`src/rtl/rv_pkg.sv`:
```
// rtl/rv_pkg.sv - shared RISC-V widths, NOP encoding and fetch packet type
package rv_pkg;

   localparam int unsigned XLEN = 32;
   localparam int unsigned ILEN = 32;

   localparam logic [ILEN-1:0] RV_NOP = 32'h0000_0013;

   typedef struct packed {
      logic [XLEN-1:0] pc;
      logic [XLEN-1:0] pc_next;
      logic [ILEN-1:0] instr;
   } fetch_pkt_t;

endpackage

```
`src/rtl/rv_fetch_buffer.sv`:
```
// rtl/rv_fetch_buffer.sv - circular FIFO decoupling instruction fetch from decode
module rv_fetch_buffer
   import rv_pkg::*;
#(
   parameter int unsigned DEPTH = 2
)(
   input  logic                       clk_i,
   input  logic                       arstn_i,
   input  logic                       flush_i,
   input  logic                       f_valid_i,
   input  logic [XLEN-1:0]            f_pc_i,
   input  logic [XLEN-1:0]            f_pc_next_i,
   input  logic [ILEN-1:0]            f_instr_i,
   output logic                       f_ready_o,
   output logic                       d_valid_o,
   output logic [XLEN-1:0]            d_pc_o,
   output logic [XLEN-1:0]            d_pc_next_o,
   output logic [ILEN-1:0]            d_instr_o,
   input  logic                       d_ready_i,
   output logic [$clog2(DEPTH+1)-1:0] count_o
);

   localparam int unsigned PW = $clog2(DEPTH);
   localparam int unsigned CW = $clog2(DEPTH+1);
   localparam logic [CW-1:0] FULL_CNT = CW'(DEPTH);

   fetch_pkt_t    r_mem [DEPTH];
   logic [PW-1:0] r_wr_ptr;
   logic [PW-1:0] r_rd_ptr;
   logic [CW-1:0] r_count;

   logic       w_full;
   logic       w_empty;
   logic       w_push;
   logic       w_pop;
   fetch_pkt_t w_head;

   // Readiness depends only on occupancy so decode cannot form a loop back into fetch.
   assign w_full  = (r_count == FULL_CNT);
   assign w_empty = (r_count == '0);
   assign w_push  = f_valid_i & ~w_full & ~flush_i;
   assign w_pop   = ~w_empty & d_ready_i & ~flush_i;

   always_ff @(posedge clk_i or negedge arstn_i) begin
      if (!arstn_i) begin
         r_wr_ptr <= '0;
         r_rd_ptr <= '0;
         r_count  <= '0;
      end else if (flush_i) begin
         r_wr_ptr <= '0;
         r_rd_ptr <= '0;
         r_count  <= '0;
      end else begin
         if (w_push) r_wr_ptr <= r_wr_ptr + PW'(1);
         if (w_pop)  r_rd_ptr <= r_rd_ptr + PW'(1);
         r_count <= r_count + CW'(w_push) - CW'(w_pop);
      end
   end

   // Entries are left unreset; the empty-mask on the outputs hides stale contents.
   always_ff @(posedge clk_i) begin
      if (w_push) begin
         r_mem[r_wr_ptr] <= '{pc: f_pc_i, pc_next: f_pc_next_i, instr: f_instr_i};
      end
   end

   assign w_head      = r_mem[r_rd_ptr];
   assign f_ready_o   = ~w_full;
   assign d_valid_o   = ~w_empty;
   assign d_pc_o      = w_empty ? '0     : w_head.pc;
   assign d_pc_next_o = w_empty ? '0     : w_head.pc_next;
   assign d_instr_o   = w_empty ? RV_NOP : w_head.instr;
   assign count_o     = r_count;

   a_no_push_full: assert property (@(posedge clk_i) disable iff (!arstn_i)
      !(w_push && w_full));
   a_no_pop_empty: assert property (@(posedge clk_i) disable iff (!arstn_i)
      !(w_pop && w_empty));

endmodule

```
`config.mk`:
```
export PLATFORM = sky130hd
export DESIGN_NAME = rv_fetch_buffer
export DESIGN_NICKNAME = d
export VERILOG_FILES = /design/src/rtl/rv_pkg.sv /design/src/rtl/rv_fetch_buffer.sv
export SDC_FILE = /design/constraint.sdc
export NUM_CORES = 1
export LEC_CHECK = 0
export ABC_AREA = 1
export CAP_MARGIN = 20
export CORE_UTILIZATION = 35
export DETAILED_ROUTE_END_ITERATION = 7
export GPL_TIMING_DRIVEN = 1
export RECOVER_POWER = 25
export SYNTH_ARGS = -nofsm -noshare
export SYNTH_HDL_FRONTEND = slang
export SYNTH_SLANG_ARGS = --single-unit
```
`constraint.sdc`:
```
create_clock -name clk_i -period 10.76 [get_ports clk_i]
set_input_delay 2.152 -clock clk_i [delete_from_list [all_inputs] [get_ports clk_i]]
set_output_delay 2.152 -clock clk_i [all_outputs]
set_load 0.02 [all_outputs]
```
==> results of run 1 <==
==> cell usage after synthesis <==
| library cell | count |
|---|---|
| a21boi_0 | 1 |
| a21oi_1 | 24 |
| a21oi_2 | 70 |
| buf_2 | 13 |
| buf_4 | 4 |
| buf_6 | 10 |
| clkbuf_1 | 4 |
| clkinv_2 | 1 |
| dfrtp_1 | 4 |
| edfxtp_1 | 192 |
| ha_1 | 2 |
| inv_1 | 6 |
| inv_2 | 3 |
| nand2_1 | 200 |
| nand2_4 | 1 |
| nand3_1 | 5 |
| nand4_1 | 2 |
| nor2_1 | 4 |
| o21ai_0 | 1 |
==> kinds of logic (layout without fill, tap and decap cells) <==
group,after synthesis,in the layout
simple gates,212,212
flops,196,196
compound gates,96,96
buf+inv,41,247
fa+ha+maj,2,2
other cells,0,4
==> critical path: stages, from the launching register on <==
cell             delay [ns]
dfrtp_4                0.70
buf_12                 0.28
clkinv_2               0.22
buf_4                  0.77
nand2_1                0.14
a21oi_2                0.21
clkdlybuf4s50_1        0.63
==> per-stage QoR <==
| stage | area, um^2 | utilization, % | cells | total power, mW | setup slack [ns] |
|---|---|---|---|---|---|
| floorplan | 7710 | - | 547 | 1.19 | 3.76 |
| finish | 10500 | 49.1 | 1032 | 1.95 | 5.16 |
| CTS | 10400 | 49.0 | 1027 | 1.98 | 4.96 |
| global placement | 9880 | 46.4 | 995 | 1.38 | 5.54 |
| detailed placement | 9880 | 46.4 | 995 | 1.39 | 5.43 |
| global route | 10500 | 49.1 | 1032 | 2.04 | 4.89 |
==> power by group through the flow <==
stage | registers, mW | logic (mW) | clock network (mW)
after floorplan | 0.911 | 0.276 | 0
after detailed placement | 0.928 | 0.462 | 0
after CTS | 0.911 | 0.464 | 0.605
after global placement | 0.926 | 0.457 | 0
final | 0.901 | 0.462 | 0.590
after global routing | 0.905 | 0.498 | 0.636
==> worst paths after layout <==
path                                 start              to  slack, ns  cells after the start
worst max-delay path              r_rd_ptr  d_pc_next_o[9]       5.16                      6
worst min-delay path              r_wr_ptr        r_wr_ptr       0.57                      2
worst max register to register  count_o[0]    r_mem[1][67]       7.83                      5
worst min register to register    r_wr_ptr        r_wr_ptr       0.57                      2
max in group asynchronous          arstn_i        r_rd_ptr       8.54                      1
min in group asynchronous          arstn_i      count_o[0]       2.01                      1
==> per-layer routing <==
layer	global-route usage (%)	wire [um]
met1	19.1	7200
met2	25.7	8590
met3	4.55	1070
met4	4.09	133
met5	0	0
==> area by class of cell <==
class                      count  area (um^2)  share of cell area [%]
timing repair buffer         205         2050                    19.6
sequential                   196         5870                    56.1
tap                          275          344                    3.29
multi-input combinational    310         1590                    15.2
clock buffer                  20          437                    4.18
clock inverter                12          108                    1.03
antenna                        4         10.0                  0.0957
inverter                      10         43.8                   0.419
==> sequential cells by signal, indices dropped and copies added (netlist names) <==
register / count
count_o: 2
r_mem: 192
r_rd_ptr: 1
r_wr_ptr: 1
==> reports/results.txt, run 1 <==
Final Max Tran Viols -> 0
CTS clk-pin slew, worst paths -> 0.06 ns
clk buf depth -> 2
multiplexer share of the synthesized area -> 0%
post_cts resized -> 0
Global Route Usage Sum -> 15.3%
worst endpoint data arrival time -> 3.45 ns
internal power -> 1.39 mW
number of cell rows -> 53
Comb power frac -> 23.7%
Fin Setup TNS -> 0 ns
Die W -> 150 um
Hold Buf Count CTS -> 0
Post-Syn Area -> 7710 um^2
Yosys top cell area share -> 74.8%
Relative slew margins -> 32.1%
Psw -> 0.565 mW
H-tree levels -> 4
synth top area cells -> edfxtp_1 75%, nand2_1 9.7%, a21oi_2 7.9%, a21oi_1 1.6%, buf_6 1.5%
RSZ-0062 raised after global routing -> no
post-CTS setup buffer count -> 0
total congestion overflow -> 0
DRT Pass-1 Iters -> 6
Hold WC Path Type -> reg -> reg
Placer Congestion -> 0.744
Simple-Gate Fraction of Synth Area -> 10.6%
commonest cells after routing, fill and taps aside -> 200 x nand2_1, 192 x edfxtp_1, 138 x clkdlybuf4s50_1, 70 x a21oi_2, 62 x dlygate4sd3_1
layout cells sized above 1 -> 14.7%
Post-Synth XOR/XNOR Area -> 0%
antenna-violating nets left -> 0
I/O Buffers -> 200
dpl hpwl -> 10500 um
WS Path Type -> reg -> out
# fillers -> 1835
PwrDens -> 187 nW/um^2
final setup skew -> 0.00739 ns
vias in the first global route -> 4816
post-synthesis compound-gate area fraction -> 9.67%
Sw Share -> 28.9%
syn avg cell area -> 14.1 um^2
Hold Fails Final Rpt -> 0
Initial DRC Count -> 254
max cap viols -> 0
clk_lat worst skew -> 0.42 ns
Die H -> 150 um
worst path required time -> 8.61 ns
Initial Util -> 36.2%
initial antenna violation count -> 4
global-route wire length before repair -> 25800 um
most common cell after layout, fill and taps aside -> nand2_1
Startpoint Class -> flip-flop
Area Overhead vs Synth -> 35.6%
Vias/cell -> 4.65
adder-cell share of the synthesized area -> 0.324%
via count -> 4802
clock group share of total power -> 30.2%
Sequential Power Share -> 46.1%
routed wire length -> 17000 um
Max IR drop VDD -> 103 uV
leakage power -> 3.51 nW
sequential share of the synthesized area -> 76.1%
Root Driver -> clkbuf_16
Yosys warnings -> 0
setup violators final -> 0
total CTS buffers -> 17
crit end category -> output port
syn_nets -> 650
WL/cell -> 16.5 um
largest family of logic cells by synthesized area -> simple AND/OR/NAND/NOR gates
status -> finished clean
pin count of the biggest net entering global routing -> 99
Max Clock Freq -> 179 MHz
Post-Synthesis Cells -> 547
minimum clock period -> 5.60 ns
period utilisation layout -> 52.1%
final net count -> 843
minimum hold slack -> 0.569 ns
Top-Level Pins -> 201
Core Region -> 21300 um^2
CTS tree -> built
post-synthesis cell type count -> 19
DRC viols -> 0
Synth area leader -> edfxtp_1
die area -> 22600 um^2
crit path max fanout -> 82
Clock Sinks -> 196
actual slew at the worst max-slew pin -> 1.02 ns
FF+latch count, synth -> 196
No activity file was read; power rests on OpenSTA's default activity.
==> run 2, diff against run 1 <==
- clock period: 10.76 -> 4.7 ns (I/O delays scaled with it)
==> reports/results.txt, run 2 (synthesized netlist as in run 1, its figures left out) <==
status -> finished clean (unchanged)
minimum clock period -> 3.67 ns
Crit path largest cell delay -> 0.65 ns (was 0.77 ns)
antenna-violating nets left -> 0 (unchanged)
Die H -> 150 um (unchanged)
Hold Buf Count CTS -> 0 (unchanged)
Root Driver -> clkbuf_16 (unchanged)
Reg with most FFs -> r_mem (unchanged)
pin count of the biggest net entering global routing -> 98 (was 99)
clk_lat worst skew -> 0.42 ns (about the same)
final setup skew -> 0.00838 ns (was 0.00739 ns)
max cap viols -> 0 (unchanged)
Initial Util -> 36.2% (unchanged)
Max Clock Freq -> 272 MHz
CP cell instances -> clkinv_2 -> buf_12 -> nand2_1 -> a21oi_1 -> clkdlybuf4s50_1 (was buf_12 -> clkinv_2 -> buf_4 -> nand2_1 -> a21oi_2 -> clkdlybuf4s50_1)
setup violators final -> 0 (unchanged)
Relative slew margins -> 28.4% (was 32.1%)
period utilisation layout -> 78.2%
WS Path Type -> reg -> out (unchanged)
total CTS buffers -> 17 (unchanged)
worst endpoint data arrival time -> 2.73 ns (was 3.45 ns)
global-route wire length before repair -> 25900 um (was 25800 um)
crit end category -> output port (unchanged)
total congestion overflow -> 0 (unchanged)
commonest cells after routing, fill and taps aside -> 200 x nand2_1, 192 x edfxtp_1, 138 x clkdlybuf4s50_1, 70 x a21oi_2, 62 x dlygate4sd3_1 (unchanged)
DRC viols -> 0 (unchanged)
number of cell rows -> 53 (unchanged)
slowest CP cell -> clkdlybuf4s50_1 (was buf_4)
Hold WC Path Type -> reg -> reg (unchanged)
dpl hpwl -> 10300 um (was 10500 um)
Initial DRC Count -> 227 (was 254)
actual slew at the worst max-slew pin -> 1.07 ns (was 1.02 ns)
DRT Pass-1 Iters -> 4 (was 6)
RSZ-0062 raised after global routing -> no (unchanged)
post-CTS setup buffer count -> 0 (unchanged)
Fin Setup TNS -> 0 ns (unchanged)
Global Route Usage Sum -> 15.2% (was 15.3%)
CTS clk-pin slew, worst paths -> 0.06 ns (about the same)
Hold Fails Final Rpt -> 0 (unchanged)
Placer Congestion -> 0.700 (was 0.744)
layout cells sized above 1 -> 14.9% (was 14.7%)
I/O Buffers -> 200 (unchanged)
Top-Level Pins -> 201 (unchanged)
post-route cell area -> 10500 um^2 (about the same)
Vias/cell -> 4.71 (was 4.65)
Die W -> 150 um (unchanged)
routed wire length -> 16800 um (was 17000 um)
final net count -> 844 (was 843)
area of the multi-input gates -> 1590 um^2 (unchanged)
H-tree levels -> 4 (unchanged)
most common cell after layout, fill and taps aside -> nand2_1 (unchanged)
post_cts resized -> 0 (unchanged)
die area -> 22600 um^2 (unchanged)
WL/cell -> 16.3 um (was 16.5 um)
clk buf depth -> 2 (unchanged)
# fillers -> 1824 (was 1835)
crit path max fanout -> 50 (was 82)
Clock Sinks -> 196 (unchanged)
vias in the first global route -> 4947 (was 4816)
Final Max Tran Viols -> 0 (unchanged)
leakage power -> 3.51 nW (about the same)
worst path required time -> 3.76 ns (was 8.61 ns)
Startpoint Class -> flip-flop (unchanged)
PwrDens -> 425 nW/um^2 (was 187 nW/um^2)
Largest register FFs -> 192 (unchanged)
via count -> 4851 (was 4802)
Max IR drop VDD -> 228 uV (was 103 uV)
initial antenna violation count -> 3 (was 4)
placed cell areas -> 9950 um^2 (was 9880 um^2)
Core Region -> 21300 um^2 (unchanged)
Area Overhead vs Synth -> 36.0% (was 35.6%)
CTS tree -> built (unchanged)
Sequential Area -> 5870 um^2 (unchanged)
[run 2: final timing paths]
check                               to  startpoint  slack [ns]  cells after the start
max reg2reg                r_mem[0][5]  count_o[1]        2.67                      4
max in group asynchronous     r_rd_ptr     arstn_i        3.68                      1
max                          d_pc_o[5]    r_rd_ptr        1.03                      5
min in group asynchronous   count_o[0]     arstn_i        0.80                      1
min reg2reg                   r_wr_ptr    r_wr_ptr        0.59                      2
min                           r_wr_ptr    r_wr_ptr        0.59                      2
[run 2: worst max-delay path: cells and delay by family, from the launching register on]
| family | cells | cell delay, ns |
|---|---|---|
| buf+inv | 3 | 1.50 |
| compound gates | 1 | 0.21 |
| flops | 1 | 0.48 |
| simple gates | 1 | 0.08 |
[run 2: routing by layer]
| layer | global-route usage (%) | wire (um) | vias to the layer above |
|---|---|---|---|
| met5 | 0 | 13 | - |
| met4 | 4.14 | 163 | 2 |
| met3 | 4.36 | 1030 | 18 |
| met2 | 26.0 | 8390 | 154 |
| met1 | 18.7 | 7250 | 2365 |
| li1 | - | - | 2312 |
[run 2: report_power, final]
| part | leakage [nW] | total, mW | switching (mW) | internal, mW |
|---|---|---|---|---|
| Clock | 0.242 | 1.33 | 0.644 | 0.686 |
| Sequential | 1.81 | 2.04 | 0.0221 | 2.02 |
| Combinational | 1.46 | 1.09 | 0.653 | 0.436 |
| Total | 3.51 | 4.46 | 1.32 | 3.14 |
[run 2: through the flow]
step / cells / hold slack (ns) / util [%] / setup slack [ns] / power, mW
2_1_floorplan: 547 / 0.526 / - / 0.528 / 2.72
3_3_place_gp: 997 / 0.542 / 46.7 / 1.45 / 3.18
3_5_place_dp: 997 / 0.569 / 46.7 / 1.44 / 3.19
4_1_cts: 1029 / 0.576 / 49.2 / 0.958 / 4.53
5_1_grt: 1031 / 0.602 / 49.3 / 0.819 / 4.65
6_report: 1031 / 0.590 / 49.3 / 1.03 / 4.46
[run 2: final cells by class]
cell class	instances	share of cell area (%)
inverter	10	0.418
clock inverter	13	0.966
sequential	196	56.0
antenna	2	0.0477
tap	275	3.28
clock buffer	19	4.13
multi-input combinational	310	15.2
timing repair buffer	206	20.0
